$ cat src/rtl/inst_encoder_if.sv
// Bundle-in / word-out handshake and address-load signals of the instruction encoder.
// The encoder takes the slave modport; the program-load front end takes master.
interface inst_encoder_if #(
  parameter int ADDR_W = 16
);
  logic              load_base;
  logic [ADDR_W-1:0] base_addr;

  logic              in_valid;
  logic              in_ready;
  logic [4:0]        op;
  logic [2:0]        rs;
  logic [2:0]        rt;
  logic [2:0]        rd;
  logic [1:0]        func;
  logic [15:0]       imm;

  logic              out_valid;
  logic              out_ready;
  logic [15:0]       inst;
  logic [ADDR_W-1:0] addr;
  logic              err;
  logic [7:0]        err_cnt;
  logic              busy;

  modport master (
    output load_base, base_addr,
    output in_valid, op, rs, rt, rd, func, imm,
    output out_ready,
    input  in_ready, out_valid, inst, addr, err, err_cnt, busy
  );

  modport slave (
    input  load_base, base_addr,
    input  in_valid, op, rs, rt, rd, func, imm,
    input  out_ready,
    output in_ready, out_valid, inst, addr, err, err_cnt, busy
  );
endinterface

$ cat src/rtl/inst_encoder.sv
// Two-stage streaming instruction encoder: S1 captures fields and classifies the opcode,
// S2 packs and range-checks the 16-bit word and pairs it with its byte address.
module inst_encoder #(
  parameter int ADDR_W = 16
) (
  input  logic          clk,
  input  logic          rst_n,
  inst_encoder_if.slave bus
);

  typedef enum logic [2:0] {
    F_NONE,
    F_I5S,
    F_I5U,
    F_I8U,
    F_I8S,
    F_R1,
    F_R,
    F_J
  } fmt_t;

  fmt_t              fmt_in;

  logic              s1_valid;
  fmt_t              s1_fmt;
  logic [4:0]        s1_op;
  logic [2:0]        s1_rs;
  logic [2:0]        s1_rt;
  logic [2:0]        s1_rd;
  logic [1:0]        s1_func;
  logic [15:0]       s1_imm;

  logic              out_valid_q;
  logic [15:0]       inst_q;
  logic              err_q;
  logic [ADDR_W-1:0] addr_q;
  logic [7:0]        err_cnt_q;

  logic [15:0]       pk_inst;
  logic              pk_err;

  logic              out_fire;
  logic              s1_advance;
  logic              in_ready;
  logic              accept;
  logic              busy;

  assign out_fire   = out_valid_q && bus.out_ready;
  assign s1_advance = s1_valid && (!out_valid_q || bus.out_ready);
  assign in_ready   = !s1_valid || s1_advance;
  assign accept     = bus.in_valid && in_ready;
  assign busy       = s1_valid || out_valid_q;

  // Opcode-to-format map; patterns are kept disjoint so ordering does not matter.
  always_comb begin
    fmt_in = F_NONE;
    casez (bus.op)
      5'b000??:          fmt_in = F_NONE;
      5'b00100, 5'b00110: fmt_in = F_J;
      5'b00101, 5'b00111: fmt_in = F_I8S;
      5'b0100?:          fmt_in = F_I5S;
      5'b0101?:          fmt_in = F_I5U;
      5'b011??:          fmt_in = F_I8S;
      5'b1000?:          fmt_in = F_I5S;
      5'b10010:          fmt_in = F_I8U;
      5'b10011:          fmt_in = F_I5S;
      5'b101??:          fmt_in = F_I5S;
      5'b11000:          fmt_in = F_I8S;
      5'b11001:          fmt_in = F_R1;
      5'b1101?:          fmt_in = F_R;
      5'b111??:          fmt_in = F_R;
      default:           fmt_in = F_NONE;
    endcase
  end

  always_ff @(posedge clk or negedge rst_n) begin
    if (!rst_n) begin
      s1_valid <= 1'b0;
      s1_fmt   <= F_NONE;
      s1_op    <= '0;
      s1_rs    <= '0;
      s1_rt    <= '0;
      s1_rd    <= '0;
      s1_func  <= '0;
      s1_imm   <= '0;
    end else begin
      if (in_ready) begin
        s1_valid <= bus.in_valid;
      end
      if (accept) begin
        s1_fmt  <= fmt_in;
        s1_op   <= bus.op;
        s1_rs   <= bus.rs;
        s1_rt   <= bus.rt;
        s1_rd   <= bus.rd;
        s1_func <= bus.func;
        s1_imm  <= bus.imm;
      end
    end
  end

  // Out-of-range fields are still packed from their low bits; only err flags them.
  always_comb begin
    pk_inst = {s1_op, 11'b0};
    pk_err  = 1'b0;
    case (s1_fmt)
      F_I5S: begin
        pk_inst[10:0] = {s1_rs, s1_rd, s1_imm[4:0]};
        pk_err        = (s1_imm[15:4] != '0) && (s1_imm[15:4] != '1);
      end
      F_I5U: begin
        pk_inst[10:0] = {s1_rs, s1_rd, s1_imm[4:0]};
        pk_err        = (s1_imm[15:5] != '0);
      end
      F_I8U: begin
        pk_inst[10:0] = {s1_rs, s1_imm[7:0]};
        pk_err        = (s1_imm[15:8] != '0);
      end
      F_I8S: begin
        pk_inst[10:0] = {s1_rs, s1_imm[7:0]};
        pk_err        = (s1_imm[15:7] != '0) && (s1_imm[15:7] != '1);
      end
      F_R1: begin
        pk_inst[10:0] = {s1_rs, 3'b000, s1_rd, s1_func};
      end
      F_R: begin
        pk_inst[10:0] = {s1_rs, s1_rt, s1_rd, s1_func};
      end
      F_J: begin
        pk_inst[10:0] = s1_imm[10:0];
        pk_err        = (s1_imm[15:10] != '0) && (s1_imm[15:10] != '1);
      end
      default: begin
        pk_inst[10:0] = 11'b0;
      end
    endcase
  end

  always_ff @(posedge clk or negedge rst_n) begin
    if (!rst_n) begin
      out_valid_q <= 1'b0;
      inst_q      <= '0;
      err_q       <= 1'b0;
    end else if (s1_advance) begin
      out_valid_q <= 1'b1;
      inst_q      <= pk_inst;
      err_q       <= pk_err;
    end else if (out_fire) begin
      out_valid_q <= 1'b0;
    end
  end

  // The counter is the address of the word in S2; a load can only land while idle,
  // so it never competes with a handshake.
  always_ff @(posedge clk or negedge rst_n) begin
    if (!rst_n) begin
      addr_q <= '0;
    end else if (bus.load_base && !busy) begin
      addr_q <= {bus.base_addr[ADDR_W-1:1], 1'b0};
    end else if (out_fire) begin
      addr_q <= addr_q + ADDR_W'(2);
    end
  end

  always_ff @(posedge clk or negedge rst_n) begin
    if (!rst_n) begin
      err_cnt_q <= '0;
    end else if (out_fire && err_q && (err_cnt_q != 8'hFF)) begin
      err_cnt_q <= err_cnt_q + 8'd1;
    end
  end

  assign bus.in_ready  = in_ready;
  assign bus.out_valid = out_valid_q;
  assign bus.inst      = inst_q;
  assign bus.addr      = addr_q;
  assign bus.err       = err_q;
  assign bus.err_cnt   = err_cnt_q;
  assign bus.busy      = busy;

endmodule

$ cat src/flat_wrapper.sv
// flat-port wrapper written by rule: the top's interface ports become plain ports
module inst_encoder_flat 
#(
  parameter int ADDR_W = 16
)
  (clk, rst_n, bus_load_base, bus_base_addr, bus_in_valid, bus_op, bus_rs, bus_rt, bus_rd, bus_func, bus_imm, bus_out_ready, bus_in_ready, bus_out_valid, bus_inst, bus_addr, bus_err, bus_err_cnt, bus_busy);
  inst_encoder_if #(.ADDR_W(ADDR_W)) bus_i ();
  input  logic clk;
  input  logic rst_n;
  input wire logic [$bits(bus_i.load_base)-1:0] bus_load_base;
  input wire logic [$bits(bus_i.base_addr)-1:0] bus_base_addr;
  input wire logic [$bits(bus_i.in_valid)-1:0] bus_in_valid;
  input wire logic [$bits(bus_i.op)-1:0] bus_op;
  input wire logic [$bits(bus_i.rs)-1:0] bus_rs;
  input wire logic [$bits(bus_i.rt)-1:0] bus_rt;
  input wire logic [$bits(bus_i.rd)-1:0] bus_rd;
  input wire logic [$bits(bus_i.func)-1:0] bus_func;
  input wire logic [$bits(bus_i.imm)-1:0] bus_imm;
  input wire logic [$bits(bus_i.out_ready)-1:0] bus_out_ready;
  output wire logic [$bits(bus_i.in_ready)-1:0] bus_in_ready;
  output wire logic [$bits(bus_i.out_valid)-1:0] bus_out_valid;
  output wire logic [$bits(bus_i.inst)-1:0] bus_inst;
  output wire logic [$bits(bus_i.addr)-1:0] bus_addr;
  output wire logic [$bits(bus_i.err)-1:0] bus_err;
  output wire logic [$bits(bus_i.err_cnt)-1:0] bus_err_cnt;
  output wire logic [$bits(bus_i.busy)-1:0] bus_busy;
  assign bus_i.load_base = bus_load_base;
  assign bus_i.base_addr = bus_base_addr;
  assign bus_i.in_valid = bus_in_valid;
  assign bus_i.op = bus_op;
  assign bus_i.rs = bus_rs;
  assign bus_i.rt = bus_rt;
  assign bus_i.rd = bus_rd;
  assign bus_i.func = bus_func;
  assign bus_i.imm = bus_imm;
  assign bus_i.out_ready = bus_out_ready;
  assign bus_in_ready = bus_i.in_ready;
  assign bus_out_valid = bus_i.out_valid;
  assign bus_inst = bus_i.inst;
  assign bus_addr = bus_i.addr;
  assign bus_err = bus_i.err;
  assign bus_err_cnt = bus_i.err_cnt;
  assign bus_busy = bus_i.busy;
  inst_encoder #(.ADDR_W(ADDR_W)) u_core (.clk(clk), .rst_n(rst_n), .bus(bus_i));
endmodule
$ cat config.mk
export PLATFORM = sky130hd
export DESIGN_NAME = inst_encoder_flat
export DESIGN_NICKNAME = d
export VERILOG_FILES = /design/src/rtl/inst_encoder_if.sv /design/src/rtl/inst_encoder.sv /design/src/flat_wrapper.sv
export SDC_FILE = /design/constraint.sdc
export NUM_CORES = 1
export LEC_CHECK = 0
export ABC_AREA = 1
export BUFFER_PORTS_ARGS = -buffer_cell sky130_fd_sc_hd__buf_4
export CORE_MARGIN = 5
export CORE_UTILIZATION = 58
export CTS_CLUSTER_DIAMETER = 100
export CTS_CLUSTER_SIZE = 10
export DETAILED_ROUTE_END_ITERATION = 16
export HOLD_SLACK_MARGIN = 0.08
export PLACE_DENSITY = 0.95
export SYNTH_ARGS = -nofsm -noshare
export SYNTH_HDL_FRONTEND = slang
export SYNTH_SLANG_ARGS = --single-unit
$ cat constraint.sdc
create_clock -name clk -period 4.27 [get_ports clk]
set_input_delay 0.854 -clock clk [delete_from_list [all_inputs] [get_ports clk]]
set_output_delay 0.854 -clock clk [all_outputs]
set_load 0.03 [all_outputs]
==> summary.md, run 1 <==
| Metric | Value |
|---|---|
| First-pass GRT wire length | roughly 16000 um |
| Total number of vias | about 3800 |
| GRT Util Overall | 0.236 |
| Final period utilization | 0.513 |
| Crit path from | bus_out_ready |
| Remaining DRCs | 0 |
| WS Path Type | input pin to primary output |
| H-tree levels | 3 |
| Max_cap viols | 0 |
| Slew of the pin with the lowest slew margin | around 950 ps |
| DIE AREA | a little under 9000 um2 |
| Cell row count | 30 |
| PortBufs | 94 |
| Startpoint Class | input pin |
| Final setup fails | 0 |
| Clk buf depth | 2 |
| Post-CTS Setup Repair Bufs | 0 |
| Cell area after layout | roughly 4900 um2 |
| Pin count of the biggest net entering global routing | between 70 and 80 |
| Clk Latency, worst-skew pair | approximately 350 ps |
| CTS clk-pin slew, worst paths | ~80 ps |
| Leading area contributor after synthesis | dfrtp_1 |
| Avg Inst Size Synth | between 7 and 8 um2 |
| Die width | a little over 90 um |
| Count of mapped cells out of synthesis | 530 |
| CTS tree | done |
| Layout Nets | roughly 680 |
| Synthesized area | 4000 um2 |
| Status | completed |
| Wirelength per Cell | between 10 and 15 um |
| Final ANT Viol Nets | 0 |
| Hold_sp | u_core.s1_op[0] |
| Initial core utilization | 0.592 |
| CTS root buf | clkbuf_8 |
| Min-Delay Path Class | flop to flop |
| Fin Setup TNS | 0 ps |
| Worst r2r src | u_core.bus.out_valid |
| Final hold vios | 0 |
| Gr ovfl total | 0 |
| Hold buffers post-CTS | 0 |
| DRT Pass-1 Iters | 5 |
| Core Region | around 6800 um2 |
| WP data arrival | ~1300 ps |
| Syn Nets | 585 |
| CTS Buf Count | 9 |
| Via density | 5.33 |
| Minimum clock period after layout | about 2200 ps |
| Required time worst endpoint | around 3400 ps |
| Layout area overhead | 22.9% |
| Ant diodes | 0 |
| Register bit total from synthesis | a little under 80 |
| Synth top area share | 0.482 |
| Top post-synthesis cells by area | dfrtp_1 48%, nand2_1 20%, o21ai_0 4.5% |
| P_leak | 2.61 nW |
| Worst Hold Slack | around 500 ps |
| Initial DRC count | 199 |
| Routed WL | 9610 um |
| Chip height | 93.0 um |
| Slew margin rel. | 0.368 |
| Worst setup EP type | primary output |
| Post-cts sizing count | 0 |
| Io pins | between 90 and 100 |
| CP max FO | 3 |
| Initial antenna violation count | 0 |
| Slew Limit Fails | 0 |
| CTS sink count | 77 |
| Peak supply drop | slightly below 0.3 mV |
| Sequential-to-total area share from yosys stat | 0.482 |
| Yosys warnings | 0 |
| Area after DPL | around 4700 um2 |
| Layout cell share with drive strength beyond 1 | 0.224 |
| Vias in the first global route | 3731 |
| Netlist cell types | 39 |
| Unrepaired setup endpoints after global routing | false |
| Max Fclk | ~460 MHz |
| Skew final | about 14 ps |
| DP HPWL | 7130 um |
| Pwr dens | roughly 590 nW/um2 |
| GPL Wtd Cong | 0.896 |
-- cell type report --
class                   instances  area (um2)
repair buffers                 94         706
multi-input cells             385        1780
inverters                      53         206
clock buffers                  12         145
flip-flops and latches         77        1930
fillers                       536        1840
clock inverters                 4        47.5
well taps                      80         100
-- logic make-up after synthesis --
kind of cell,Yosys count,share of synthesized area
compound gates,75,0.106
other cells,1,0.000938
simple gates,299,0.316
buf+inv,68,0.0720
flops,77,0.482
fa+ha+maj,2,0.00626
xor+xnor,8,0.0175
-- layer usage --
layer | part of all wire | wire [um] | up-vias | GRT usage
met5 | 0 | 0 | - | 0
met2 | 0.49 | 4760 | 127 | 0.407
li1 | - | - | 1862 | -
met1 | 0.42 | 4030 | 1746 | 0.290
met3 | 0.067 | 648 | 20 | 0.0636
met4 | 0.018 | 177 | 0 | 0.0720
-- final timing paths --
path,endpoint,slack [ps],cells past startpoint
max,bus_in_ready,2080,4
min,u_core.bus.inst[11],490,2
max reg2reg,u_core.s1_fmt[2],2270,6
min reg2reg,u_core.bus.inst[11],490,2
max in group asynchronous,u_core.s1_imm[7],3000,1
min in group asynchronous,u_core.bus.err_cnt[7],650,1
-- sequential cells by signal (all words and copies together) (netlist names), 3 cells and up --
name,count
u_core.bus.err_cnt,8
u_core.bus.inst,16
u_core.s1_fmt,3
u_core.bus.addr,15
u_core.s1_rd,3
u_core.s1_rt,3
u_core.s1_rs,3
u_core.s1_op,5
u_core.s1_imm,16
-- Yosys cell counts (all sizes together) --
master and n:
dfrtp 77, buf 9, o21ai 53, xnor2 2
a21oi 8, o21bai 2, nand4 5, o22ai 3
clkbuf 6, xor2 6, ha 2, o21a 1
o211ai 2, a21o 1, nor2 40, nor3 11
a211oi 3, nand2 215, a31oi 2, and2 1
nand3b 2, nand3 25, clkinv 1, inv 52
conb 1
-- through the flow --
| stage | power [mW] | cells | setup slack (ps) | util |
|---|---|---|---|---|
| CTS | 2.92 | 705 | 2080 | 0.728 |
| global route | 3.11 | 705 | 1930 | 0.728 |
| finish | 2.90 | 705 | 2080 | 0.728 |
| detailed placement | 2.37 | 689 | 1740 | 0.699 |
| global placement | 2.32 | 689 | 1810 | 0.699 |
| floorplan | 1.92 | 530 | 2320 | - |
-- critical path, cell delays in order --
cell and delay [ps]:
buf_4 120, inv_1 70, nand3_2 100, buf_4 190
-- layout by cell type (no fill, tap or decap), drive strengths merged --
cell and instances:
nand2 215, buf 94, dfrtp 77, o21ai 53, inv 52, nor2 40
nand3 25, clkbuf 12, nor3 11, a21oi 8, xor2 6, nand4 5
a211oi 3, o22ai 3, clkinv 3, nand3b 2, o211ai 2, xnor2 2
a31oi 2, o21bai 2, ha 2, a21o 1, and2 1, o21a 1
conb 1, clkinvlp 1, bufinv 1
-- power breakdown --
group	switching (mW)	internal [mW]
sequential	0.195	0.932
clock	0.254	0.285
combinational	0.797	0.436
total	1.25	1.65
Power figures use the tool's default switching activity.
==> inputs of run 2 (changes only) <==
CORE_UTILIZATION = 48   (was 58)
PLACE_DENSITY = 0.88   (was 0.95)
clock period = 1.9 ns   (was 4.27 ns; I/O delays follow)
==> summary.md, run 2 (same netlist as run 1, synthesis figures left out) <==
| Metric | Value |
|---|---|
| Routed WL | 10100 um (+4.8%) |
| Initial antenna violation count | 0 (unchanged) |
| Hold_sp | bus_imm[6] |
| Fin Setup TNS | 0 ps (unchanged) |
| Most frequent cells in the layout | 211 x nand2_1, 97 x buf_4, 77 x dfrtp_1 |
| Skew final | 7.43 ps (-6.91 ps) |
| Critical R2R Capture | u_core.bus.addr[13] |
| Layout Nets | 680 (+0.74%) |
| Area of the multi-input gates | 1780 um2 (unchanged) |
| Slew margin rel. | 0.617 (+0.249) |
| Final period utilization | 0.839 |
| Post-cts sizing count | 0 (unchanged) |
| Placed insts | 718 (+4.2%) |
| Most common cell after layout, fill and taps aside | nand2_1 |
| Slew of the pin with the lowest slew margin | 574 ps (-375 ps) |
| GRT Util Overall | 0.201 (-0.0348) |
| Status | completed |
| Die width | 101 um (+8.9%) |
| R2R cell count | 9 (+3) |
| CTS root buf | clkbuf_8 |
| Max_cap viols | 0 (unchanged) |
| Chip height | 101 um (+8.9%) |
| Worst r2r src | u_core.bus.addr[1] |
| Vias in the first global route | 3588 (-3.8%) |
| CTS sink count | 77 (unchanged) |
| Total number of vias | 3757 (+0.053%) |
| DRT Pass-1 Iters | 5 (unchanged) |
| CTS tree | done |
| P_leak | 2.65 nW (+1.5%) |
| Ant diodes | 0 (unchanged) |
| Initial DRC count | 173 (-13%) |
| Startpoint Class | flop |
| Initial core utilization | 0.489 (-0.103) |
| Final hold vios | 0 (unchanged) |
| Wirelength per Cell | 13.7 um (+0.51%) |
| Io pins | 97 (unchanged) |
| FF+latch area | 1930 um2 (unchanged) |
| First-pass GRT wire length | 16600 um (+1.3%) |
| GPL Wtd Cong | 0.962 (+7.4%) |
| Final setup fails | 0 (unchanged) |
| Clk buf depth | 2 (unchanged) |
| Endpoint, Worst Hold | u_core.s1_imm[6] |
| CP max FO | 8 (+5) |
| FF-to-FF setup slack | 310 ps (-1960 ps) |
| Layout cell share with drive strength beyond 1 | 0.230 (+0.00616) |
| Minimum clock period after layout | between 1500 and 2000 ps |
| WP data arrival | 1890 ps (+550 ps) |
| Hold Path Cell Cnt | 3 (+1) |
| Min-Delay Path Class | input pin to flop |
| Max Fclk | about 630 MHz |
| CTS clk-pin slew, worst paths | 80 ps (about the same) |
| H-tree levels | 3 (unchanged) |
| Peak supply drop | 0.482 mV (+62%) |
| Clk Latency, worst-skew pair | 350 ps (about the same) |
| Cell row count | 33 (+10%) |
| Remaining DRCs | 0 (unchanged) |
| Required time worst endpoint | 2190 ps (-1230 ps) |
| Number of fill cells in the layout | 712 (+33%) |
| Worst setup EP type | flop |
| PortBufs | 94 (unchanged) |
| Final ANT Viol Nets | 0 (unchanged) |
| Fin cells | 735 (+4.3%) |
| Pwr dens | 1340 nW/um2 (+130%) |
| Gr ovfl total | 0 (unchanged) |
| CTS Buf Count | 9 (unchanged) |
| PnR Total Power | 6.72 mW (+130%) |
| Layout area overhead | 25.8% |
| DP HPWL | 7370 um (+3.3%) |
| Slew Limit Fails | 0 (unchanged) |
| Core Region | 8180 um2 (+21%) |
| Via density | 5.11 (-4.0%) |
| Pin count of the biggest net entering global routing | 47 (-40%) |
| DIE AREA | 10300 um2 (+18%) |
| WS Path Type | flop to flop |
| Unrepaired setup endpoints after global routing | false |
run 2: cell types whose count changed in the layout (fill, tap and decap cells not counted), sizes merged:
cell         before  now
buf              94   98
bufinv            1    2
clkbuf           12   10
dlygate4sd3       0    1
inv              52   53
run 2: cell type report:
| type | instances | area share |
|---|---|---|
| sequential | 77 | 0.383 |
| multi-input combinational | 385 | 0.355 |
| clock buffer | 10 | 0.0254 |
| timing repair buffer | 99 | 0.151 |
| tap | 105 | 0.0261 |
| clock inverter | 6 | 0.0191 |
| inverter | 53 | 0.0410 |
run 2: how the worst max path moves through the flow:
stage	from	end	slack [ps]	cells after the start
6_report	u_core.bus.addr[1]	u_core.bus.addr[13]	310	9
5_1_grt	u_core.bus.out_valid	u_core.s1_fmt[2]	100	6
4_1_cts	u_core.bus.addr[1]	u_core.bus.addr[15]	290	8
3_5_place_dp	bus_out_ready	u_core.s1_fmt[2]	270	8
3_3_place_gp	bus_out_ready	u_core.s1_fmt[2]	330	8
2_1_floorplan	u_core.bus.addr[1]	u_core.bus.addr[15]	270	8
run 2: metal layers:
| layer | vias up | GRT usage | share of wire |
|---|---|---|---|
| met5 | - | 0 | 0 |
| li1 | 1865 | - | - |
| met4 | 0 | 0.0654 | 0.011 |
| met2 | 158 | 0.334 | 0.49 |
| met1 | 1723 | 0.266 | 0.42 |
| met3 | 11 | 0.0399 | 0.077 |
run 2: critical path, cell delays in order, from the launching register on:
cell	delay [ps]
dfrtp_1	420
ha_1	190
nand2_1	140
nor3_4	330
nand3_1	150
nor2_1	110
nor2_1	50
nand2_1	60
nand2_1	40
nand2_1	50
run 2: timing repair:
item	CTS	global route
setup endpoints to repair	0	0
hold buffers	1	0
setup buffers	0	0
endpoints found under the hold margin	31	0
run 2: power breakdown:
| part | total, mW | leakage (nW) | switching [mW] | internal, mW |
|---|---|---|---|---|
| sequential | 2.54 | 0.945 | 0.446 | 2.09 |
| clock | 1.39 | 0.109 | 0.637 | 0.754 |
| combinational | 2.79 | 1.59 | 1.80 | 0.995 |
run 2: through the flow:
stage | cell area [um2] | utilization | setup WS (ps) | hold slack (ps)
final | 5030 | 0.615 | 306 | 215
after global routing | 5030 | 0.615 | 103 | 212
after CTS | 5030 | 0.615 | 293 | 201
after detailed placement | 4800 | 0.587 | 270 | 344
after global placement | 4800 | 0.587 | 331 | 333
after floorplan | 4000 | - | 275 | 84.4
==> inputs of run 3 (changes only) <==
CORE_UTILIZATION = 54   (was 48)
PLACE_DENSITY = 0.92   (was 0.88)
clock period = 1.5 ns   (was 1.9 ns; I/O delays follow)
==> summary.md, run 3 (same netlist as run 1, synthesis figures left out) <==
| Metric | Value |
|---|---|
| Sw Pwr | 3.84 mW (+33%) |
| CTS sink count | 77 (unchanged) |
| H-tree levels | 3 (unchanged) |
| CTS root buf | clkbuf_8 |
| WS Path Type | flop to flop |
| Slew Limit Fails | 0 (unchanged) |
| Remaining DRCs | 0 (unchanged) |
| FF-to-FF setup slack | -40 ps (-350 ps) |
| Pwr dens | 1640 nW/um2 (+23%) |
| CP max FO | 4 (-4) |
| Vias in the first global route | 3845 (+7.2%) |
| GPL Wtd Cong | 0.875 (-9.0%) |
| Io pins | 97 (unchanged) |
| Slowest cell on crit path | dfrtp_2 |
| GRT Util Overall | 0.235 (+0.0339) |
| Max Fclk | 650 MHz (+3.6%) |
| Seq pwr share | 0.379 (about the same) |
| Layout Nets | 703 (+3.4%) |
| CTS Buf Count | 9 (unchanged) |
| P_leak | 2.74 nW (+3.5%) |
| Fin Setup TNS | -41.8 ps (-41.8 ps) |
| Worst r2r src | u_core.bus.addr[2] |
| DRT Pass-1 Iters | 5 (unchanged) |
| Final period utilization | 1.03 (+0.187) |
| Int Power | 4.81 mW (+25%) |
| Pin count of the biggest net entering global routing | 78 (+66%) |
| Final hold vios | 0 (unchanged) |
| Initial core utilization | 0.554 (+0.0651) |
| Gr ovfl total | 0 (unchanged) |
| Max_cap viols | 0 (unchanged) |
| Clk Latency, worst-skew pair | 350 ps (about the same) |
| Final ANT Viol Nets | 0 (unchanged) |
| Total number of vias | 4082 (+8.7%) |
| Min-Delay Path Class | input pin to flop |
| Initial antenna violation count | 0 (unchanged) |
| Chip height | 96.1 um (-5.2%) |
| Required time worst endpoint | 1780 ps (-410 ps) |
| PortBufs | 94 (unchanged) |
| WP data arrival | 1820 ps (-70 ps) |
| Final Worst Setup Slack | -38.8 ps (-345 ps) |
| Startpoint Class | flop |
| Failing checks | negative setup slack |
| Crit-path leading delay family | simple AND/OR/NAND/NOR gates |
| Via density | 5.43 (+6.2%) |
| Layout area overhead | 31.7% |
| Crit path from | u_core.bus.addr[2] |
| Initial DRC count | 202 (+17%) |
| Area after DPL | 4860 um2 (+1.4%) |
| Layout cell share with drive strength beyond 1 | 0.283 (+0.0531) |
| Clk buf depth | 2 (unchanged) |
| Skew final | 7.05 ps (-0.374 ps) |
| DIE AREA | 9230 um2 (-10%) |
| Cell row count | 31 (-6.1%) |
| Cell area after layout | 5270 um2 (+4.7%) |
| CTS tree | done |
| Unrepaired setup endpoints after global routing | true |
| Ant diodes | 0 (unchanged) |
| Peak supply drop | 0.658 mV (+37%) |
| Share of power burned in the clock network | 0.156 (-0.051) |
| Most frequent cells in the layout | 209 x nand2_1, 112 x buf_4, 70 x dfrtp_1 |
| DP HPWL | 7490 um (+1.6%) |
| Number of fill cells in the layout | 550 (-23%) |
| Final setup fails | 2 (+2) |
| Worst setup EP type | flop |
| Hold_sp | bus_imm[5] |
| Wirelength per Cell | 14.4 um (+4.9%) |
| CTS clk-pin slew, worst paths | 80 ps (about the same) |
| Most common cell after layout, fill and taps aside | nand2_1 |
| First-pass GRT wire length | 16900 um (+1.6%) |
| Die width | 96.1 um (-5.2%) |
| Routed WL | 10800 um (+7.4%) |
| Minimum clock period after layout | 1540 ps (-54.7 ps) |
| Core Region | 7210 um2 (-12%) |
| WP buf/inv | 1 (+1) |
| CP max stage delay | 420 ps (about the same) |
| Switching Fraction | 0.444 (+0.0157) |
| Most used cell, CP | nand2_1 |
| Comb pwr share | 0.465 (+0.049) |
| Crit-path cells | ha_4 -> nand2_4 -> nor3_4 -> buf_6 -> nand3_2 -> nor2_1 -> nor2_1 -> nand2_1 -> nand2_1 -> nand2_1 |
| Status | finished with violations |
run 3: changes by cell type in the layout (fill, tap and decap cells not counted), sizes merged:
cell      change
buf          +23
bufinv        -2
clkbuf        +2
clkinvlp      +1
inv           -1
run 3: final cells by class:
type	instances	area, um2	share of cell area
clock buffer	12	135	0.0257
clock inverter	4	25.0	0.00475
inverter	53	211	0.0402
multi-input combinational	385	1870	0.356
sequential	77	1940	0.368
tap	99	124	0.0235
timing repair buffer	122	961	0.183
run 3: tightest hold or removal path, cell delays in order:
cell and delay [ps]:
buf_4 80, nand2_1 40, nand2_1 40
run 3: worst paths after layout:
path,end,cells after the start
worst max-delay path,u_core.bus.addr[13],10
worst min-delay path,u_core.s1_imm[5],3
worst max register to register,u_core.bus.addr[13],10
worst min register to register,u_core.bus.inst[12],2
max in group asynchronous,u_core.bus.out_valid,3
min in group asynchronous,u_core.bus.err_cnt[3],3
run 3: timing repair:
item,4_1_cts,5_1_grt
pin swaps,3,14
endpoints found under the setup margin,8,26
buffers inserted,5,9
endpoints found under the hold margin,77,0
gates resized for setup,6,28
hold buffers,1,0
run 3: per-layer routing:
layer	track usage	part of all wire	vias to the layer above
met5	0	0	-
met4	0.0995	0.026	0
met3	0.0500	0.096	31
met2	0.411	0.51	228
met1	0.279	0.37	1902
li1	-	-	1921
run 3: power groups by stage:
| stage | Clock, mW | Combinational (mW) | Sequential [mW] |
|---|---|---|---|
| after floorplan | 0 | 1.47 | 4.01 |
| after global placement | 0 | 3.54 | 3.19 |
| after detailed placement | 0 | 3.66 | 3.25 |
| after CTS | 1.37 | 3.77 | 3.22 |
| after global routing | 1.47 | 4.36 | 3.35 |
| final | 1.35 | 4.02 | 3.27 |
run 3: metrics by stage:
| step | cells | power (mW) | util | hold slack, ps | setup WS [ps] |
|---|---|---|---|---|---|
| 6_report | 752 | 8.65 | 0.730 | 142 | -38.8 |
| 5_1_grt | 752 | 9.18 | 0.730 | 136 | -73.0 |
| 4_1_cts | 743 | 8.35 | 0.707 | 133 | 4.69 |
| 3_5_place_dp | 721 | 6.91 | 0.674 | 351 | -57.7 |
| 3_3_place_gp | 721 | 6.73 | 0.674 | 348 | 35.2 |
| 2_1_floorplan | 530 | 5.48 | - | 4.41 | -19.3 |
